[config.mk]
export PLATFORM = sky130hd
export DESIGN_NAME = seg7_scan_ctrl_flat
export DESIGN_NICKNAME = d
export VERILOG_FILES = /design/src/rtl/seg7_scan_ctrl_if.sv /design/src/rtl/seg7_scan_ctrl.sv /design/src/flat_wrapper.sv
export SDC_FILE = /design/constraint.sdc
export NUM_CORES = 1
export LEC_CHECK = 0
export CAP_MARGIN = 20
export CORE_MARGIN = 8
export CORE_UTILIZATION = 50
export CTS_CLUSTER_SIZE = 20
export DETAILED_ROUTE_END_ITERATION = 6
export GPL_TIMING_DRIVEN = 0
export PLACE_DENSITY = 0.75
export SLEW_MARGIN = 25
export SYNTH_ARGS = -nofsm -noshare
export SYNTH_HDL_FRONTEND = slang
export SYNTH_SLANG_ARGS = --single-unit
[constraint.sdc]
create_clock -name clk -period 1.9 [get_ports clk]
set_input_delay 0.285 -clock clk [delete_from_list [all_inputs] [get_ports clk]]
set_output_delay 0.285 -clock clk [all_outputs]
set_load 0.02 [all_outputs]
[src/rtl/seg7_scan_ctrl_if.sv]
// Bundle between the scan controller and its neighbours.
// The upstream source drives the display value (in_valid/in_data/in_blank).
// The controller drives the seg7 decoder inputs (seg_nib/seg_en), the digit
// enables (dig_sel_n) and the frame_done pulse.
//   master : upstream / observer side (drives in_*, reads outputs)
//   slave  : scan controller side
interface seg7_scan_ctrl_if #(
    parameter int P_DIGITS = 4
) ();
    logic                    in_valid;
    logic [4*P_DIGITS-1:0]   in_data;
    logic [P_DIGITS-1:0]     in_blank;
    logic [3:0]              seg_nib;
    logic                    seg_en;
    logic [P_DIGITS-1:0]     dig_sel_n;
    logic                    frame_done;

    modport master (
        output in_valid, in_data, in_blank,
        input  seg_nib, seg_en, dig_sel_n, frame_done
    );

    modport slave (
        input  in_valid, in_data, in_blank,
        output seg_nib, seg_en, dig_sel_n, frame_done
    );
endinterface

[src/rtl/seg7_scan_ctrl.sv]
// Time-multiplexed scan controller for an N-digit common-anode 7-segment display.
// Each digit slot is P_BLANK all-dark cycles followed by P_DWELL SHOW cycles.
// The digit nibble and a load strobe go to a registered-output seg7 decoder on
// the first SHOW cycle; the digit select follows one cycle later so it lines up
// with the decoder's registered segments. New values are double-buffered and
// only take effect on a frame boundary, so a frame never tears.
// Ports:
//   clk, rst_n  system clock, async active-low reset
//   bus.slave   in_valid/in_data/in_blank in; seg_nib/seg_en/dig_sel_n/frame_done out
//
// state | meaning
// BLANK | all digits dark, anti-ghosting gap before a digit
// SHOW  | current digit driven (from the 2nd SHOW cycle on)
module seg7_scan_ctrl #(
    parameter int P_DIGITS = 4,
    parameter int P_DWELL  = 50000,
    parameter int P_BLANK  = 16
) (
    input  logic              clk,
    input  logic              rst_n,
    seg7_scan_ctrl_if.slave   bus
);
    localparam int CNT_MAX = (P_DWELL > P_BLANK) ? P_DWELL : P_BLANK;
    localparam int CW      = (CNT_MAX > 1) ? $clog2(CNT_MAX) : 1;
    localparam int IW      = (P_DIGITS > 1) ? $clog2(P_DIGITS) : 1;

    typedef enum logic {ST_BLANK, ST_SHOW} state_t;

    state_t                  r_state, w_state_nxt;
    logic [CW-1:0]           r_cnt, w_cnt_nxt;
    logic [IW-1:0]           r_idx, w_idx_nxt;
    logic [4*P_DIGITS-1:0]   r_act_data, r_shd_data;
    logic [P_DIGITS-1:0]     r_act_blank, r_shd_blank;
    logic                    r_pending;
    logic [3:0]              r_seg_nib, w_nib_nxt;
    logic                    r_seg_en, w_en_nxt;
    logic [P_DIGITS-1:0]     r_dig_sel_n, w_sel_nxt;
    logic                    r_frame_done, w_fd_nxt;

    logic                    w_last_blank, w_last_show, w_idx_last, w_boundary;
    logic [3:0]              w_nib;
    logic                    w_dark;
    logic [P_DIGITS-1:0]     w_sel_mask;

    assign w_last_blank = (r_state == ST_BLANK) && (r_cnt == CW'(P_BLANK - 1));
    assign w_last_show  = (r_state == ST_SHOW)  && (r_cnt == CW'(P_DWELL - 1));
    assign w_idx_last   = (r_idx == IW'(P_DIGITS - 1));
    assign w_boundary   = w_last_show && w_idx_last;

    // Per-digit selection of the active nibble, blank flag and one-cold select.
    always_comb begin
        w_nib      = 4'h0;
        w_dark     = 1'b0;
        w_sel_mask = '1;
        for (int k = 0; k < P_DIGITS; k++) begin
            if (r_idx == IW'(k)) begin
                w_nib         = r_act_data[4*k +: 4];
                w_dark        = r_act_blank[k];
                w_sel_mask[k] = 1'b0;
            end
        end
    end

    always_comb begin
        w_state_nxt = r_state;
        w_cnt_nxt   = r_cnt + CW'(1);
        w_idx_nxt   = r_idx;
        w_nib_nxt   = r_seg_nib;
        w_en_nxt    = 1'b0;
        w_sel_nxt   = '1;
        w_fd_nxt    = 1'b0;
        case (r_state)
            ST_BLANK: begin
                if (w_last_blank) begin
                    w_state_nxt = ST_SHOW;
                    w_cnt_nxt   = '0;
                    w_en_nxt    = 1'b1;
                    w_nib_nxt   = w_nib;
                end
            end
            ST_SHOW: begin
                if (w_last_show) begin
                    w_state_nxt = ST_BLANK;
                    w_cnt_nxt   = '0;
                    w_idx_nxt   = w_idx_last ? '0 : r_idx + IW'(1);
                    w_fd_nxt    = w_idx_last;
                end else begin
                    w_sel_nxt   = w_dark ? '1 : w_sel_mask;
                end
            end
            default: begin
                w_state_nxt = ST_BLANK;
                w_cnt_nxt   = '0;
            end
        endcase
    end

    always_ff @(posedge clk or negedge rst_n) begin
        if (!rst_n) begin
            r_state      <= ST_BLANK;
            r_cnt        <= '0;
            r_idx        <= '0;
            r_seg_nib    <= 4'h0;
            r_seg_en     <= 1'b0;
            r_dig_sel_n  <= '1;
            r_frame_done <= 1'b0;
        end else begin
            r_state      <= w_state_nxt;
            r_cnt        <= w_cnt_nxt;
            r_idx        <= w_idx_nxt;
            r_seg_nib    <= w_nib_nxt;
            r_seg_en     <= w_en_nxt;
            r_dig_sel_n  <= w_sel_nxt;
            r_frame_done <= w_fd_nxt;
        end
    end

    // Double buffer: a strobe on the boundary cycle bypasses the shadow so it
    // shows in the very next frame; otherwise the shadow is promoted there.
    always_ff @(posedge clk or negedge rst_n) begin
        if (!rst_n) begin
            r_act_data  <= '0;
            r_act_blank <= '0;
            r_shd_data  <= '0;
            r_shd_blank <= '0;
            r_pending   <= 1'b0;
        end else if (w_boundary) begin
            r_pending <= 1'b0;
            if (bus.in_valid) begin
                r_act_data  <= bus.in_data;
                r_act_blank <= bus.in_blank;
                r_shd_data  <= bus.in_data;
                r_shd_blank <= bus.in_blank;
            end else if (r_pending) begin
                r_act_data  <= r_shd_data;
                r_act_blank <= r_shd_blank;
            end
        end else if (bus.in_valid) begin
            r_shd_data  <= bus.in_data;
            r_shd_blank <= bus.in_blank;
            r_pending   <= 1'b1;
        end
    end

    assign bus.seg_nib    = r_seg_nib;
    assign bus.seg_en     = r_seg_en;
    assign bus.dig_sel_n  = r_dig_sel_n;
    assign bus.frame_done = r_frame_done;
endmodule

[src/flat_wrapper.sv]
// flat-port wrapper written by rule: the top's interface ports become plain ports
module seg7_scan_ctrl_flat 
#(
    parameter int P_DIGITS = 4,
    parameter int P_DWELL  = 50000,
    parameter int P_BLANK  = 16
)
  (clk, rst_n, bus_in_valid, bus_in_data, bus_in_blank, bus_seg_nib, bus_seg_en, bus_dig_sel_n, bus_frame_done);
  seg7_scan_ctrl_if #(.P_DIGITS(P_DIGITS)) bus_i ();
  input  logic clk;
  input  logic rst_n;
  input wire logic [$bits(bus_i.in_valid)-1:0] bus_in_valid;
  input wire logic [$bits(bus_i.in_data)-1:0] bus_in_data;
  input wire logic [$bits(bus_i.in_blank)-1:0] bus_in_blank;
  output wire logic [$bits(bus_i.seg_nib)-1:0] bus_seg_nib;
  output wire logic [$bits(bus_i.seg_en)-1:0] bus_seg_en;
  output wire logic [$bits(bus_i.dig_sel_n)-1:0] bus_dig_sel_n;
  output wire logic [$bits(bus_i.frame_done)-1:0] bus_frame_done;
  assign bus_i.in_valid = bus_in_valid;
  assign bus_i.in_data = bus_in_data;
  assign bus_i.in_blank = bus_in_blank;
  assign bus_seg_nib = bus_i.seg_nib;
  assign bus_seg_en = bus_i.seg_en;
  assign bus_dig_sel_n = bus_i.dig_sel_n;
  assign bus_frame_done = bus_i.frame_done;
  seg7_scan_ctrl #(.P_DIGITS(P_DIGITS), .P_DWELL(P_DWELL), .P_BLANK(P_BLANK)) u_core (.clk(clk), .rst_n(rst_n), .bus(bus_i));
endmodule
==> impl_metrics.yaml, run 1 <==
timing:
  rsz0062_at_grt: "true"
  max_freq_ghz: 0.496
  finalHoldViolCount: 0
  period_share_pct: 106
  finClkSkew_ns: 0.0140
  max_slew_margin_pct: 48.5
  tightestPinTransition_ns: 0.773
  drv_slew: 0
  setup_violations: 20
  layout_min_cycle_time_ns: 2.02
  fin_ws_ns: -0.116
global_routing:
  grt_pass1_vias: 2032
  gr-usage-all-layers_pct: 15.0
  gr-total-overflow: 0
  grt_max_degree: 41
  grt_pass1_wl_um: 10300
  antenna_found_initial: 0
layout:
  final_core_util_pct: 64.2
  drive_above_1_share_pct: 33.5
  diodes: 0
  layout-area-overhead-vs-synth_pct: 24.6
  nets: 301
critical_path:
  cp-end-kind: "register"
  start_kind: "register"
  path_max_fanout: 10
  reg2regPathDepth: 5
  critPathRequiredTime_ns: 2.12
  worst-setup-path-type: "register to register"
  reg2reg_slack_ns: -0.12
  r2r_start: "u_core.r_cnt[4]$_DFF_PN0_"
  arrival_ns: 2.23
  timing.rr.end: "u_core.r_act_blank[1]$_DFFE_PN0P_"
die:
  initial_utilization_pct: 51.5
  die_area_um2: 8810
  std_cell_rows: 28
  io_pins: 33
  die_y_um: 93.9
  dieWidth_um: 93.9
  fp.coreArea_um2: 5890
detailed_routing:
  first_iter_violations: 64
  via_per_inst: 5.35
  met2_length_um: 2880
  vias: 1887
  dr.pass1.iters: 4
  drc: 0
  wl_met3_um: 353
  routed_wl_um: 5900
  wl_per_cell_um: 16.7
  drt-met1-wl_um: 2550
  highest_layer: "met4"
  ant_nets: 0
logic_synthesis:
  avgSynthCellArea_um2: 13.6
  synth_edf_count: 0
  synthArstFlopShare_pct: 100
  yosysMostFrequentCell: "dfrtp_1"
  synth_top_area_cell: "dfrtp_1"
  yosys_warnings: 0
  synth_area_leaders: "dfrtp_1, mux2_4, mux2_2, dfstp_2, ha_1"
  synth-seq-cells: 70
  yosys_most_used_dff: "dfrtp_1"
  syn_inst: 223
  synth_commonest_cells: "dfrtp_1, mux2_2, mux2_4"
  seq_area_frac_synth_pct: 57.9
  synthesis.nets: 251
  yosysUniqueCellTypes: 31
  synth_top_cell_area_share_pct: 54.5
  synth.cell_area_um2: 3030
power_and_ir_drop:
  intPower_mw: 2.16
  p_leak_nw: 1.72
  combinationalPowerShare_pct: 5.4
  pwr-share-clk_pct: 39.3
  ir_worst_vdd_v: 0.000423
  powerDensity_nw_per_um2: 738
  fin_total_pwr_mw: 2.79
  power_switching_share_pct: 22.6
  switching_power_mw: 0.631
  seqPwrFrac_pct: 55.2
min_path:
  hp-class: "input pin to asynchronous set/reset pin"
clocking:
  numClockSinks: 70
  numCtsBuffers: 9
  cts_root_buf: "clkbuf_8"
  cts_max_path_buffers: 2
  cts_tree: "yes"
  clkTransAtPathRegs_ns: 0.08
  insertion_delay_ns: 0.34
  ctsHtreeMaxLevel: 3
place:
  dp_hpwl_um: 4050
  gp_congestion: 0.860
  numPortBuffers: 32
run_status:
  status: "finished with violations"
  violations: "setup timing"
run:
  cap_violations: 0
[layout by cell type (no fill, tap or decap), types with 3 or more instances in the layout]
master,instances
clkbuf_8,11
mux2_4,20
a21oi_1,3
nor4_1,4
buf_4,6
nand3_1,5
clkbuf_1,3
nand4_1,6
clkdlybuf4s50_1,31
dfrtp_1,61
dfstp_2,4
inv_1,4
xor2_1,7
nand2_1,12
o31ai_1,4
nor2b_1,5
xnor2_1,7
and3_1,4
buf_12,3
nor2_1,14
dfrtp_2,5
mux2_2,25
ha_1,3
[power groups by stage]
stage	Sequential (mW)	Combinational, mW	Clock (mW)
2_1_floorplan	1.57	0.0613	0
3_3_place_gp	1.57	0.145	0
3_5_place_dp	1.57	0.154	0
4_1_cts	1.54	0.156	1.13
5_1_grt	1.54	0.168	1.20
6_report	1.54	0.152	1.10
[worst max-delay path: stages, from the launching register on]
cell     delay [ns]
dfrtp_2        0.43
nor4_4         0.32
nand3_4        0.11
or4b_4         0.57
buf_12         0.18
mux2_4         0.29
[state kept, by name, summed over array words and instances (netlist names), 2 cells and up]
signal	count
u_core.r_shd_blank	4
u_core.bus.seg_nib	4
u_core.bus.dig_sel_n	4
u_core.r_act_data	16
u_core.r_shd_data	16
u_core.r_idx	2
u_core.r_cnt	16
u_core.r_act_blank	4
[worst max path at each step]
stage | endpoint | depth (start not counted) | slack [ns] | start
final | u_core.r_act_blank[1]$_DFFE_PN0P_ | 5 | -0.12 | u_core.r_cnt[4]$_DFF_PN0_
after detailed placement | u_core.r_act_data[2]$_DFFE_PN0P_ | 5 | -0.25 | u_core.r_cnt[12]$_DFF_PN0_
after CTS | u_core.r_act_data[2]$_DFFE_PN0P_ | 5 | -0.11 | u_core.r_cnt[4]$_DFF_PN0_
after global routing | u_core.r_act_data[15]$_DFFE_PN0P_ | 5 | -0.15 | u_core.r_cnt[4]$_DFF_PN0_
after global placement | u_core.r_shd_blank[3]$_DFFE_PN0P_ | 1 | -1.73 | rst_n
after floorplan | u_core.r_act_blank[0]$_DFFE_PN0P_ | 5 | -0.1 | u_core.r_cnt[13]$_DFF_PN0_
[cell families (layout without fill, tap and decap cells)]
logic type	Yosys count	count (layout)	share of synthesized area, %
xor+xnor	14	14	4.04
flops	70	70	57.9
mux	45	45	19.2
simple gates	63	63	11.1
fa+ha+maj	5	5	2.06
compound gates	15	15	3.84
buf+inv	11	66	1.86
[metrics by stage]
stage / TNS (ns) / instances / cell area [um2] / hold slack (ns) / setup WS, ns
3_5_place_dp: -4.90 / 331 / 3500 / 0.243 / -0.246
6_report: -2.12 / 353 / 3780 / 0.414 / -0.116
5_1_grt: -3.65 / 353 / 3780 / 0.439 / -0.151
4_1_cts: -2.06 / 353 / 3770 / 0.415 / -0.112
2_1_floorplan: -1.98 / 223 / 3060 / -0.0106 / -0.0989
3_3_place_gp: -122.55 / 330 / 3480 / 0.480 / -1.73
[per-layer routing]
layer / up-vias / global-route usage [%]
met5: - / 0
li1: 889 / -
met3: 14 / 4.40
met1: 936 / 18.4
met4: 0 / 6.74
met2: 48 / 23.9
[layout make-up]
type                    instances  area, um2
fillers                       443       2110
flip-flops and latches         70       1760
multi-input cells             142       1270
repair buffers                 39        385
clock buffers                  11        151
well taps                      75       93.8
plain buffers                   7       61.3
clock inverters                 5       33.8
inverters                       4       15.0
[what timing repair did]
item / CTS / global route
pin swaps: 1 / 0
hold buffers: 1 / 0
resized for setup: 13 / 4
setup buffers: 5 / 0
hold endpoints to repair: 30 / 0
setup endpoints to repair: 24 / 31
Power figures use the tool's default switching activity.
==> run 2, diff against run 1 <==
--- a/config.mk
+++ b/config.mk
@@ -11,7 +11,7 @@
 export CTS_CLUSTER_SIZE = 20
 export DETAILED_ROUTE_END_ITERATION = 6
 export GPL_TIMING_DRIVEN = 0
-export PLACE_DENSITY = 0.75
+export PLACE_DENSITY_LB_ADDON = 0.3
 export SLEW_MARGIN = 25
 export SYNTH_ARGS = -nofsm -noshare
 export SYNTH_HDL_FRONTEND = slang
==> run 2 against run 1 <==
The run still ends with setup timing left. Clock skew decreased by 0.0058 ns. Non-clock buffer count did not move. Final cell count stayed put. Critical path depth did not move. Via count down 0.64%. Register-to-register slack improved by 0.05 ns. First-iteration DRC count is 11% higher. Global-route usage decreased by 0.65 points. Worst setup slack improved by 0.047 ns. Die area unchanged. Critical endpoint is now u_core.r_act_data[12]$_DFFE_PN0P_. Largest power group unchanged.
==> impl_metrics.yaml, run 2 (synthesis gave the netlist of run 1 again) <==
run_status:
  status: "finished with violations"
  violations: "setup timing"
layout:
  largestRegisters: "u_core.r_act_data: 16 flops, u_core.r_cnt: 16 flops, u_core.r_shd_data: 16 flops"
  layout-area-overhead-vs-synth_pct: 26.3
  diodes: 0
  multi_input_area_um2: 1290
  final_core_util_pct: 65.1
  seq_area_um2: 1760
  final_cell_area_um2: 3830
  fill_cells: 446
  nets: 301
  final_cell_mix: "dfrtp_1, clkdlybuf4s50_1, mux2_2"
  drive_above_1_share_pct: 33.8
  layout_commonest_cell: "dfrtp_1"
min_path:
  hp-class: "input pin to asynchronous set/reset pin"
global_routing:
  grt_pass1_wl_um: 9800
  antenna_found_initial: 0
  grt_pass1_vias: 1967
  grt_max_degree: 46
  gr-total-overflow: 0
  gr-usage-all-layers_pct: 14.3
critical_path:
  path_max_fanout: 10
  arrival_ns: 2.20
  start_kind: "register"
  worstPathCellList: "nor4_4 > nand3_4 > or4b_4 > buf_12 > mux2_4"
  cp_slowest_cell: "or4b_4"
  path_buf_inv: 1
  worst-setup-path-type: "register to register"
  cp_slowest_stage_delay_ns: 0.54
  reg2reg_slack_ns: -0.07
  critPathTopFamily: "simple AND/OR/NAND/NOR gates"
  cp-end-kind: "register"
  critPathRequiredTime_ns: 2.13
power_and_ir_drop:
  ir_worst_vdd_v: 0.000559
  powerDensity_nw_per_um2: 785
  p_leak_nw: 1.73
detailed_routing:
  dr.pass1.iters: 4
  drc: 0
  first_iter_violations: 71
  via_per_inst: 5.31
  wl_per_cell_um: 16.6
  routed_wl_um: 5850
  ant_nets: 0
  vias: 1875
clocking:
  cts_max_path_buffers: 2
  cts_root_buf: "clkbuf_8"
  insertion_delay_ns: 0.34
  clkTransAtPathRegs_ns: 0.08
  numClockSinks: 70
  ctsHtreeMaxLevel: 3
  numCtsBuffers: 9
  cts_tree: "yes"
timing:
  period_share_pct: 104
  layout_min_cycle_time_ns: 1.97
  tightestPinTransition_ns: 0.605
  max_slew_margin_pct: 59.6
  drv_slew: 0
  max_freq_ghz: 0.508
  finalHoldViolCount: 0
  rsz0062_at_grt: "true"
  finClkSkew_ns: 0.00825
  setup_violations: 20
  fin_ws_ns: -0.0692
place:
  placed_area_um2: 3500
  gp_congestion: 0.847
  dp_hpwl_um: 3900
  numPortBuffers: 32
die:
  io_pins: 33
  dieWidth_um: 93.9
  std_cell_rows: 28
  die_area_um2: 8810
  die_y_um: 93.9
  fp.coreArea_um2: 5890
  initial_utilization_pct: 51.5
run:
  cap_violations: 0
## run 2: cell types whose count changed in the layout (fill, tap and decap cells not counted), sizes merged
cell      change
clkinv        -2
bufinv        +2
clkinvlp      +1
inv           +1
clkbuf        -3
buf           +1
## run 2: routing by layer
metal	share of wire (%)	GRT usage, %
met4	0.82	4.76
met1	44	17.7
met5	0	0
met2	50	22.5
met3	5.7	5.52
## run 2: per-stage QoR
stage                     cells  hold slack, ns  power (mW)  setup TNS, ns  setup WS (ns)
final                       353           0.392        3.01          -1.21        -0.0692
after global routing        353           0.419        3.14          -1.71        -0.0989
after CTS                   353           0.387        3.05          -1.92         -0.107
after detailed placement    331           0.217        1.72          -4.87         -0.259
after global placement      330           0.482        1.71        -122.41          -1.73
after floorplan             223         -0.0106        1.63          -1.98        -0.0989
## run 2: final timing paths
| path | cells past startpoint | end | startpoint |
|---|---|---|---|
| worst max-delay path | 5 | u_core.r_act_data[12]$_DFFE_PN0P_ | u_core.r_cnt[4]$_DFF_PN0_ |
| worst min-delay path | 2 | u_core.r_act_data[14]$_DFFE_PN0P_ | rst_n |
| worst max register to register | 5 | u_core.r_act_data[12]$_DFFE_PN0P_ | u_core.r_cnt[4]$_DFF_PN0_ |
| worst min register to register | 1 | u_core.r_shd_blank[1]$_DFFE_PN0P_ | u_core.r_shd_blank[1]$_DFFE_PN0P_ |
| max in group asynchronous | 3 | u_core.bus.dig_sel_n[3]$_DFF_PN1_ | rst_n |
| min in group clk | 1 | u_core.r_shd_blank[1]$_DFFE_PN0P_ | u_core.r_shd_blank[1]$_DFFE_PN0P_ |
## run 2: timing repair
item	CTS	global route
hold buffers	1	0
setup endpoints to repair	24	32
buffers inserted	5	1
gates resized for setup	7	11
endpoints found under the hold margin	25	0
pin swaps	2	2
## run 2: final cells by class
type,instances,area share [%]
Sequential cell,70,46.0
Multi-Input combinational cell,142,33.6
Timing Repair Buffer,40,10.3
Clock buffer,9,3.23
Clock inverter,7,2.52
Tap cell,75,2.45
Buffer,6,1.47
Inverter,4,0.392
## run 2: worst register-to-register path, cell delays in order (launching register included)
cell     delay, ns
dfrtp_2       0.43
nor4_4        0.32
nand3_4       0.10
or4b_4        0.54
buf_12        0.18
mux2_4        0.30
## run 2: power by group
group	switching (mW)	total (mW)	internal (mW)
Clock	0.574	1.31	0.740
Sequential	0.00984	1.54	1.53
Combinational	0.0666	0.152	0.0852
Total	0.651	3.01	2.36
==> run 3, diff against run 2 <==
--- a/config.mk
+++ b/config.mk
@@ -8,7 +8,7 @@
 export CAP_MARGIN = 20
 export CORE_MARGIN = 8
 export CORE_UTILIZATION = 50
-export CTS_CLUSTER_SIZE = 20
+export CTS_CLUSTER_SIZE = 40
 export DETAILED_ROUTE_END_ITERATION = 6
 export GPL_TIMING_DRIVEN = 0
 export PLACE_DENSITY_LB_ADDON = 0.3
==> results of run 3 <==
No change in the layout: final DEF, timing and power equal those of run 2.
